$ cat src/rtl/lsu_rmw.sv
// ---------------------------------------------------------------------------
// lsu_rmw -- load/store unit with read-modify-write for sub-word stores
//
// Takes one RISC-V style load/store at a time from the core and performs it
// against a word-wide data memory that has combinational read data and a
// single-cycle write enable. Byte and half stores are turned into a
// read of the containing word, a lane merge and a full-word write.
//
// Handshake: a request is accepted on a rising clk edge where
// req_valid = 1 and req_ready = 1. req_ready is high only while idle. The
// request fields are captured at that edge, so later changes on the request
// ports have no effect. Completion is a single-cycle resp_valid pulse;
// resp_rdata and resp_err are valid with it and hold until the next pulse.
//
// Flow:
//   load         : IDLE -> READ -> RESP            (resp 2 cycles after accept)
//   SW           : IDLE -> WRITE -> RESP           (2 cycles)
//   SB / SH      : IDLE -> READ -> WRITE -> RESP   (3 cycles)
//   illegal      : IDLE -> RESP with resp_err      (1 cycle)
//
// Build option:
//   LSU_MISALIGN_TRAP_EN  defined   : misaligned half/word accesses complete
//                                     as errors without touching memory.
//                         undefined : the offending low address bits are
//                                     cleared and the access proceeds.
//
// Ports:
//   clk, n_clr                 clock, asynchronous active-low reset
//   req_valid / req_ready      request handshake
//   req_we, req_funct3         store flag, access size/sign
//   req_addr, req_wdata        byte address, right-aligned store data
//   resp_valid                 one-cycle completion pulse
//   resp_rdata, resp_err       extended load data, access error
//   mem_addr                   word-aligned memory address
//   mem_we, mem_wdata          memory write enable and merged word
//   mem_rdata                  combinational memory read data
//   dbg_state                  current FSM state (IDLE=0 READ=1 WRITE=2 RESP=3)
//   dbg_buf                    word buffer captured in READ
// ---------------------------------------------------------------------------
module lsu_rmw #(
  parameter int ADDRESS_WIDTH = 32,
  parameter int DATA_WIDTH    = 32
) (
  input  logic                     clk,
  input  logic                     n_clr,
  input  logic                     req_valid,
  output logic                     req_ready,
  input  logic                     req_we,
  input  logic [2:0]               req_funct3,
  input  logic [ADDRESS_WIDTH-1:0] req_addr,
  input  logic [DATA_WIDTH-1:0]    req_wdata,
  output logic                     resp_valid,
  output logic [DATA_WIDTH-1:0]    resp_rdata,
  output logic                     resp_err,
  output logic [ADDRESS_WIDTH-1:0] mem_addr,
  output logic                     mem_we,
  output logic [DATA_WIDTH-1:0]    mem_wdata,
  input  logic [DATA_WIDTH-1:0]    mem_rdata,
  output logic [1:0]               dbg_state,
  output logic [DATA_WIDTH-1:0]    dbg_buf
);

  typedef enum logic [1:0] {
    S_IDLE  = 2'd0,
    S_READ  = 2'd1,
    S_WRITE = 2'd2,
    S_RESP  = 2'd3
  } state_t;

  state_t                   state;
  logic                     we_q;
  logic [2:0]               f3_q;
  logic [ADDRESS_WIDTH-1:0] addr_q;
  logic [DATA_WIDTH-1:0]    wdata_q;
  logic [DATA_WIDTH-1:0]    buf_q;

  // ---------------------------------------------------------------------
  // Request decode (only meaningful while idle)
  // ---------------------------------------------------------------------
  logic       acc_illegal;
  logic       acc_err;
  logic [1:0] eff_off;

  always_comb begin
    acc_illegal = 1'b0;
    case (req_funct3)
      3'b000, 3'b001, 3'b010: acc_illegal = 1'b0;
      // Unsigned forms exist only for loads.
      3'b100, 3'b101:         acc_illegal = req_we;
      default:                acc_illegal = 1'b1;
    endcase
  end

  // Byte offset actually used for lane selection. Misaligned half/word
  // offsets are pulled down to the natural boundary; in the trapping build
  // those accesses never reach memory, so the cleared value is harmless.
  always_comb begin
    eff_off = req_addr[1:0];
    case (req_funct3[1:0])
      2'b01:   eff_off = {req_addr[1], 1'b0};
      2'b10:   eff_off = 2'b00;
      default: eff_off = req_addr[1:0];
    endcase
  end

`ifdef LSU_MISALIGN_TRAP_EN
  logic acc_misaligned;

  always_comb begin
    acc_misaligned = 1'b0;
    case (req_funct3[1:0])
      2'b01:   acc_misaligned = req_addr[0];
      2'b10:   acc_misaligned = (req_addr[1:0] != 2'b00);
      default: acc_misaligned = 1'b0;
    endcase
  end

  assign acc_err = acc_illegal | acc_misaligned;
`else
  assign acc_err = acc_illegal;
`endif

  // ---------------------------------------------------------------------
  // Lane helpers
  // ---------------------------------------------------------------------

  // Replace the addressed lane(s) of word with the low bits of wdata.
  function automatic logic [DATA_WIDTH-1:0] merge_lane(
    input logic [DATA_WIDTH-1:0] word,
    input logic [DATA_WIDTH-1:0] wdata,
    input logic [1:0]            size,
    input logic [1:0]            off
  );
    logic [DATA_WIDTH-1:0] r;
    r = word;
    case (size)
      2'b00:   r[{off, 3'b000} +: 8]        = wdata[7:0];
      2'b01:   r[{off[1], 4'b0000} +: 16]   = wdata[15:0];
      default: r                            = wdata;
    endcase
    return r;
  endfunction

  // Move the addressed lane to bit 0 and sign- or zero-extend it.
  function automatic logic [DATA_WIDTH-1:0] extract_lane(
    input logic [DATA_WIDTH-1:0] word,
    input logic [2:0]            f3,
    input logic [1:0]            off
  );
    logic [DATA_WIDTH-1:0] lane;
    logic [DATA_WIDTH-1:0] r;
    lane = word >> {off, 3'b000};
    case (f3)
      3'b000:  r = {{(DATA_WIDTH-8){lane[7]}},   lane[7:0]};
      3'b100:  r = {{(DATA_WIDTH-8){1'b0}},      lane[7:0]};
      3'b001:  r = {{(DATA_WIDTH-16){lane[15]}}, lane[15:0]};
      3'b101:  r = {{(DATA_WIDTH-16){1'b0}},     lane[15:0]};
      default: r = word;
    endcase
    return r;
  endfunction

  // ---------------------------------------------------------------------
  // FSM with registered outputs. Every output is set on the edge that
  // enters the state it belongs to, so resp_valid is high exactly in RESP,
  // mem_we exactly in WRITE and req_ready exactly in IDLE.
  // ---------------------------------------------------------------------
  always_ff @(posedge clk or negedge n_clr) begin
    if (!n_clr) begin
      state      <= S_IDLE;
      req_ready  <= 1'b1;
      resp_valid <= 1'b0;
      resp_err   <= 1'b0;
      resp_rdata <= '0;
      mem_we     <= 1'b0;
      mem_wdata  <= '0;
      we_q       <= 1'b0;
      f3_q       <= 3'b000;
      addr_q     <= '0;
      wdata_q    <= '0;
      buf_q      <= '0;
    end else begin
      resp_valid <= 1'b0;
      mem_we     <= 1'b0;
      case (state)
        S_IDLE: begin
          if (req_valid) begin
            we_q      <= req_we;
            f3_q      <= req_funct3;
            addr_q    <= {req_addr[ADDRESS_WIDTH-1:2], eff_off};
            wdata_q   <= req_wdata;
            req_ready <= 1'b0;
            if (acc_err) begin
              state      <= S_RESP;
              resp_valid <= 1'b1;
              resp_err   <= 1'b1;
              resp_rdata <= '0;
            end else if (req_we && (req_funct3[1:0] == 2'b10)) begin
              // Full-word store needs no read.
              state     <= S_WRITE;
              mem_we    <= 1'b1;
              mem_wdata <= req_wdata;
            end else begin
              state <= S_READ;
            end
          end
        end

        S_READ: begin
          buf_q <= mem_rdata;
          if (we_q) begin
            // mem_rdata is exactly what lands in the buffer this edge, so
            // the merge is taken from it directly.
            state     <= S_WRITE;
            mem_we    <= 1'b1;
            mem_wdata <= merge_lane(mem_rdata, wdata_q, f3_q[1:0], addr_q[1:0]);
          end else begin
            state      <= S_RESP;
            resp_valid <= 1'b1;
            resp_err   <= 1'b0;
            resp_rdata <= extract_lane(mem_rdata, f3_q, addr_q[1:0]);
          end
        end

        S_WRITE: begin
          state      <= S_RESP;
          resp_valid <= 1'b1;
          resp_err   <= 1'b0;
          resp_rdata <= '0;
        end

        S_RESP: begin
          state     <= S_IDLE;
          req_ready <= 1'b1;
        end

        default: begin
          state     <= S_IDLE;
          req_ready <= 1'b1;
        end
      endcase
    end
  end

  assign mem_addr  = {addr_q[ADDRESS_WIDTH-1:2], 2'b00};
  assign dbg_state = state;
  assign dbg_buf   = buf_q;

endmodule

$ cat config.mk
export PLATFORM = sky130hd
export DESIGN_NAME = lsu_rmw
export DESIGN_NICKNAME = d
export VERILOG_FILES = /design/src/rtl/lsu_rmw.sv
export SDC_FILE = /design/constraint.sdc
export NUM_CORES = 1
export LEC_CHECK = 0
export BUFFER_PORTS_ARGS = -buffer_cell sky130_fd_sc_hd__buf_2
export CAP_MARGIN = 25
export CELL_PAD_IN_SITES_DETAIL_PLACEMENT = 1
export CELL_PAD_IN_SITES_GLOBAL_PLACEMENT = 1
export CORE_MARGIN = 2
export CORE_UTILIZATION = 37
export DETAILED_ROUTE_END_ITERATION = 10
export GPL_TIMING_DRIVEN = 1
export PLACE_DENSITY_LB_ADDON = 0.1
export SLEW_MARGIN = 20
export SYNTH_ARGS = -nofsm -noshare
export SYNTH_HDL_FRONTEND = slang
export SYNTH_SLANG_ARGS = --single-unit
$ cat constraint.sdc
create_clock -name clk -period 2.4 [get_ports clk]
set_input_delay 0.72 -clock clk [delete_from_list [all_inputs] [get_ports clk]]
set_output_delay 0.72 -clock clk [all_outputs]
set_load 0.02 [all_outputs]
Yosys cells after proc, flatten, opt, wreduce, memory -nomap -nowiden
Cells that the tools add are included.
Widths: inputs -> output; s select.
{"block": "word_totals", "reg_bits": 170, "input_bits": 103, "out_inout_bits": 134, "elab_cells": 87}
{"block": "op_classes", "n_addsub": 2, "eq_ne": 19, "n_shift": 5, "muxes": 35, "reduce_logical": 14}
{"operator": "$mux 32", "n": 7}
{"operator": "$pmux 32 s2", "n": 2}
{"operator": "$pmux 32 s4", "n": 1}
{"operator": "$pmux 32 s3", "n": 1}
{"operator": "$bwmux 32", "n": 2}
{"operator": "$shift 16x7->32 const A", "n": 1}
{"operator": "$shift 8x7->32 const A", "n": 1}
{"operator": "$shiftx 16x7->32", "n": 1}
{"operator": "$shiftx 8x7->32", "n": 1}
{"operator": "$shr 32x5->16", "n": 1}
{"operator": "$neg 5->7", "n": 2}
{"operator": "$eq 3x3->1 const B", "n": 4}
{"operator": "$mux 1", "n": 12}
{"operator": "$ne 2x2->1 const B", "n": 6}
{"operator": "$pmux 2 s4", "n": 1}
{"operator": "$eq 2x1->1 const B", "n": 3}
{"operator": "$eq 2x2->1 const B", "n": 3}
{"operator": "$eq 3x1->1 const B", "n": 2}
{"operator": "$logic_not 3->1", "n": 2}
{"operator": "$mux 2", "n": 3}
{"operator": "$pmux 1 s2", "n": 3}
{"operator": "$pmux 1 s3", "n": 2}
{"operator": "$reduce_and 5->1", "n": 1}
{"operator": "$logic_not 2->1", "n": 2}
{"operator": "9 further kinds", "n": 11}

Depth between registers and ports, before layout
{"block": "logic_depth", "word_depth": 6, "mapped_depth": 9, "mapped_depth_nobuf": 6}

Least setup slack after synthesis
Ideal clock, no wire load.
{"block": "synth_timing", "path_kind": "input to register", "start": "input req_funct3[0]", "end": "register resp_rdata[30]", "setup_ns": 0.126, "arrival_ns": 2.230, "required_time_ns": 2.274, "setup_slack_ns": 0.044, "stages": 8, "n_path_buf": 2, "cell_sequence": "inv_1 ha_1 nor2b_1 o31a_1 a21o_1 buf_2 buf_6 a221o_1"}
{"block": "synth_via", "elab_chain_cells": 5, "word_cells_on_any_way": 10, "cone_classes": "eq/ne (5); mux (1); reduce/logical (4)"}
{"item": "from (decl)", "line_no": "49", "rtl": "input logic [2:0] req_funct3,"}
{"item": "$eq 3x1->1 (tied with other cells)", "line_no": "86", "rtl": "case (req_funct3)"}
{"item": "$reduce_or 3->1 / $reduce_or 2->1 (equally long branches)", "line_no": "86"}
{"item": "$pmux 1 s2 *", "line_no": "86"}
{"item": "$ne 2x2->1 (no source line) *"}
{"item": "$reduce_and 4->1 (no source line) *"}
{"item": "to (signal assigned)", "line_no": "221", "rtl": "resp_rdata <= extract_lane(mem_rdata, f3_q, addr_q[1:0]);"}
{"item": "to (decl)", "line_no": "53", "rtl": "output logic [DATA_WIDTH-1:0] resp_rdata,"}
Mark *: on every way between the ends. The rest lies on a longest branch, timed or not.
A chain may end at the register's enable or synchronous reset.

Final worst setup path
{"block": "layout_timing", "start": "register addr_q[1]", "end": "register mem_wdata[17]"}
{"block": "layout_via", "elab_chain_cells": 6, "word_cells_on_any_way": 11, "cone_classes": "add/sub (2); shift (4); mux (5)"}
{"item": "from (decl)", "line_no": "73", "rtl": "logic [ADDRESS_WIDTH-1:0] addr_q;"}
{"item": "from (signal assigned)", "line_no": "190", "rtl": "addr_q <= {req_addr[ADDRESS_WIDTH-1:2], eff_off};"}
{"item": "$neg 5->7 (on tied branches)", "line_no": "138, 137"}
{"item": "$shiftx 16x7->32 (tied with other cells)", "line_no": "138", "rtl": "2'b01: r[{off[1], 4'b0000} +: 16] = wdata[15:0];"}
{"item": "$bwmux 32 (on tied branches)", "line_no": "138, 137"}
{"item": "$pmux 32 s2 *", "line_no": "136", "rtl": "case (size)"}
{"item": "$mux 32 *", "line_no": "211", "rtl": "if (we_q) begin"}
{"item": "$pmux 32 s2 *", "line_no": "185", "rtl": "case (state)"}
{"item": "to (signal assigned)", "line_no": "202", "rtl": "mem_wdata <= req_wdata;"}
{"item": "to (signal assigned)", "line_no": "216", "rtl": "mem_wdata <= merge_lane(mem_rdata, wdata_q, f3_q[1:0], addr_q[1:0]);"}
{"item": "to (decl)", "line_no": "57", "rtl": "output logic [DATA_WIDTH-1:0] mem_wdata,"}
Mark *: on every way between the ends. The rest lies on a longest branch, timed or not. The select of a mux whose other input is x is not followed.

==> impl_metrics.env <==
export IMPL_final_cell_mix="buf_2 (233), dfrtp_1 (168), mux2_2 (96), buf_4 (46), o21ai_0 (44)"
export IMPL_grt_pass1_vias=7371
export IMPL_startpoint="addr_q[1]"
export IMPL_ys_types=53
export IMPL_root_buffer="clkbuf_16"
export IMPL_fp_coreArea_um2=23470
export IMPL_dp_slack_ns=-0.02391
export IMPL_nets=1130
export IMPL_finalWorstSetupSlack_ns=0.1801
export IMPL_finalHoldViolCount=0
export IMPL_rows=56
export IMPL_crit_path_max_incr_delay_ns=0.50
export IMPL_dp_cells=1316
export IMPL_vias_per_cell=5.435
export IMPL_cts_max_level=4
export IMPL_io_buffers=234
export IMPL_grt_max_degree=63
export IMPL_ir_worst_vdd_mv=0.6022
export IMPL_cts_resized=0
export IMPL_startpoint_type="flip-flop"
export IMPL_syn_instance_count=805
export IMPL_nFillCells=2627
export IMPL_post_route_min_period_ns=2.220
export IMPL_clock_latency_ns=0.44
export IMPL_synth_area_um2=8832
export IMPL_critPathTopFamily="compound AO/OA/AOI/OAI gates"
export IMPL_cts_tree="built"
export IMPL_fmax_mhz=450.5
export IMPL_cp_cell_sequence="clkinv_1 -> ha_1 -> nor4bb_1 -> buf_4 -> a221o_1 -> a21oi_1 -> o31ai_1"
export IMPL_first_iter_violations=412
export IMPL_clockBufferDepth=2
export IMPL_syn_avg_cell_area_um2=10.97
export IMPL_stdcell_count=1348
export IMPL_use_met1_pct=32.49
export IMPL_clkTransAtPathRegs_ns=0.07
export IMPL_dieArea_um2=25120
export IMPL_final_max_slew_viol_count=0
export IMPL_grtUsageMet3_pct=4.028
export IMPL_drt_pass1_iterations=4
export IMPL_critPathBufInv=2
export IMPL_rsz0062_at_grt="false"
export IMPL_skew_ns=0.01057
export IMPL_status="finished, final reports clean"
export IMPL_wirelength_um=28660
export IMPL_grt_pass1_wl_um=43530
export IMPL_ant_nets=0
export IMPL_synth_top_cell_area_share_pct=47.88
export IMPL_hpwl_um=20940
export IMPL_synth_top_cell_by_area="dfrtp_1"
export IMPL_synth_area_leaders="dfrtp_1 (48%), mux2_2 (12%), mux2i_1 (4.4%), a221o_1 (2.7%), buf_4 (2.7%)"
export IMPL_tns_ns=0
export IMPL_initial_core_util_pct=37.63
export IMPL_postLayoutCellArea_um2=11030
export IMPL_end_kind="flip-flop"
export IMPL_synth_edf_count=0
export IMPL_ys_warn_count=0
export IMPL_pin_count=237
export IMPL_hold_class="primary input to async pin"
export IMPL_clock_sinks=170
export IMPL_ys_seq_elements=170
export IMPL_multi_input_area_um2=4009
export IMPL_post_drt_wl_per_cell_um=21.26
export IMPL_worst_slew_pin_slew_ns=0.6978
export IMPL_final_common_cell="buf_2"
export IMPL_path_class="flip-flop to flip-flop"
export IMPL_setup_viol=0
export IMPL_cts_hold_buf=0
export IMPL_die_w_um=158.5
export IMPL_cap_violations=0
export IMPL_vias=7326
export IMPL_crit_required_ns=2.73
export IMPL_gr_max_usage_layer="met2"
export IMPL_critPathSlowestCell="dfrtp_1"
export IMPL_fin_crit_sh_pct=92.50
export IMPL_r2r_start="addr_q[1]"
export IMPL_antenna_found_initial=0
export IMPL_placed_area_um2=10380
export IMPL_arrival_ns=2.55
export IMPL_grt_ovfl_total=0
export IMPL_gr_usage_met2_pct=36.63
export IMPL_cts_setup_buffers=0
export IMPL_antennaDiodeCount=0
export IMPL_p_leak_nw=5.113
export IMPL_p_per_area_nw_per_um2=1533
export IMPL_cts_buffers=17
export IMPL_drive_gt1_share_pct=41.11
export IMPL_place_gp_congestion=0.8038
export IMPL_ys_flop_type="dfrtp_1"
export IMPL_drc_errors=0
export IMPL_ys_seq_area_share_pct=48.18
export IMPL_globalRouteTotalUtil_pct=23.00
export IMPL_crit_fanout=8
export IMPL_die_y_um=158.5
export IMPL_ys_async_sr_fraction_pct=100.0
export IMPL_area_growth_pct=24.86
export IMPL_ff_latch_area_um2=4257
export IMPL_slew_limit_headroom_pct=53.48
## state kept, by name, indices dropped and copies added, names as in the netlist
name        cells
addr_q         32
mem_wdata      32
resp_valid      1
req_ready       1
we_q            1
resp_err        1
f3_q            3
dbg_state       2
resp_rdata     32
dbg_buf        32
wdata_q        32
mem_we          1
## cell families (layout without fill, tap and decap cells)
family          after synthesis  after routing  share of synthesized area, %
flops                       170            170                         48.18
compound gates              205            205                         16.69
mux                         136            136                         16.91
fa+ha+maj                    11             11                         1.558
buf+inv                     114            337                         6.701
simple gates                168            168                         9.917
other cells                   1              2                       0.04246
## cells in the mapped netlist, drive strengths merged, types with 16 or more instances
library cell	count
dfrtp	169
clkbuf	38
nand2b	19
and2	17
mux2	96
o21ai	44
mux2i	39
a221o	24
nor2	30
a22o	18
nor2b	20
buf	57
o31ai	16
nor3	20
nand2	44
inv	18
o2111ai	16
a21oi	37
## per-layer routing
metal	wire, µm	vias up
li1	-	3337
met1	13600	3756
met2	13270	212
met3	1411	21
met4	372	0
met5	0	-
## worst register-to-register path, cell delays in order, from the launching register on
cell      delay [ns]
dfrtp_1         0.50
clkinv_1        0.20
ha_1            0.39
nor4bb_1        0.28
buf_4           0.23
a221o_1         0.17
a21oi_1         0.09
o31ai_1         0.27
## power by group
group | total (mW) | internal (mW) | switching, mW
Combinational | 8.53 | 3.56 | 4.97
Sequential | 5.30 | 4.26 | 1.04
Clock | 3.08 | 1.81 | 1.27
## final timing paths
kind	endpoint	slack, ns	depth (start not counted)
setup / recovery	mem_wdata[17]	0.18	7
hold / removal	resp_rdata[16]	0.14	1
setup reg to reg	mem_wdata[17]	0.18	7
hold reg to reg	addr_q[4]	0.50	1
max in group asynchronous	mem_wdata[13]	1.63	2
min in group clk	addr_q[4]	0.50	1
## per-stage QoR
step                      hold WS (ns)  power [mW]  utilization [%]
final                           0.1416       16.91            46.98
after global routing            0.1387       17.98            46.98
after CTS                       0.1344       17.05            46.98
after detailed placement        0.4872       13.93            44.22
after global placement          0.4809       13.75            44.22
after floorplan                 0.4244       11.18                -
## cell type report
class                           count  share of cell area, %
Timing Repair Buffer              286                  14.90
Tap cell                          319                  3.619
Clock inverter                     13                  1.872
Clock buffer                       19                  4.016
Inverter                           19                 0.6467
Multi-Input combinational cell    522                  36.35
Sequential cell                   170                  38.60
Note: power is estimated with default switching activity, not from simulation.
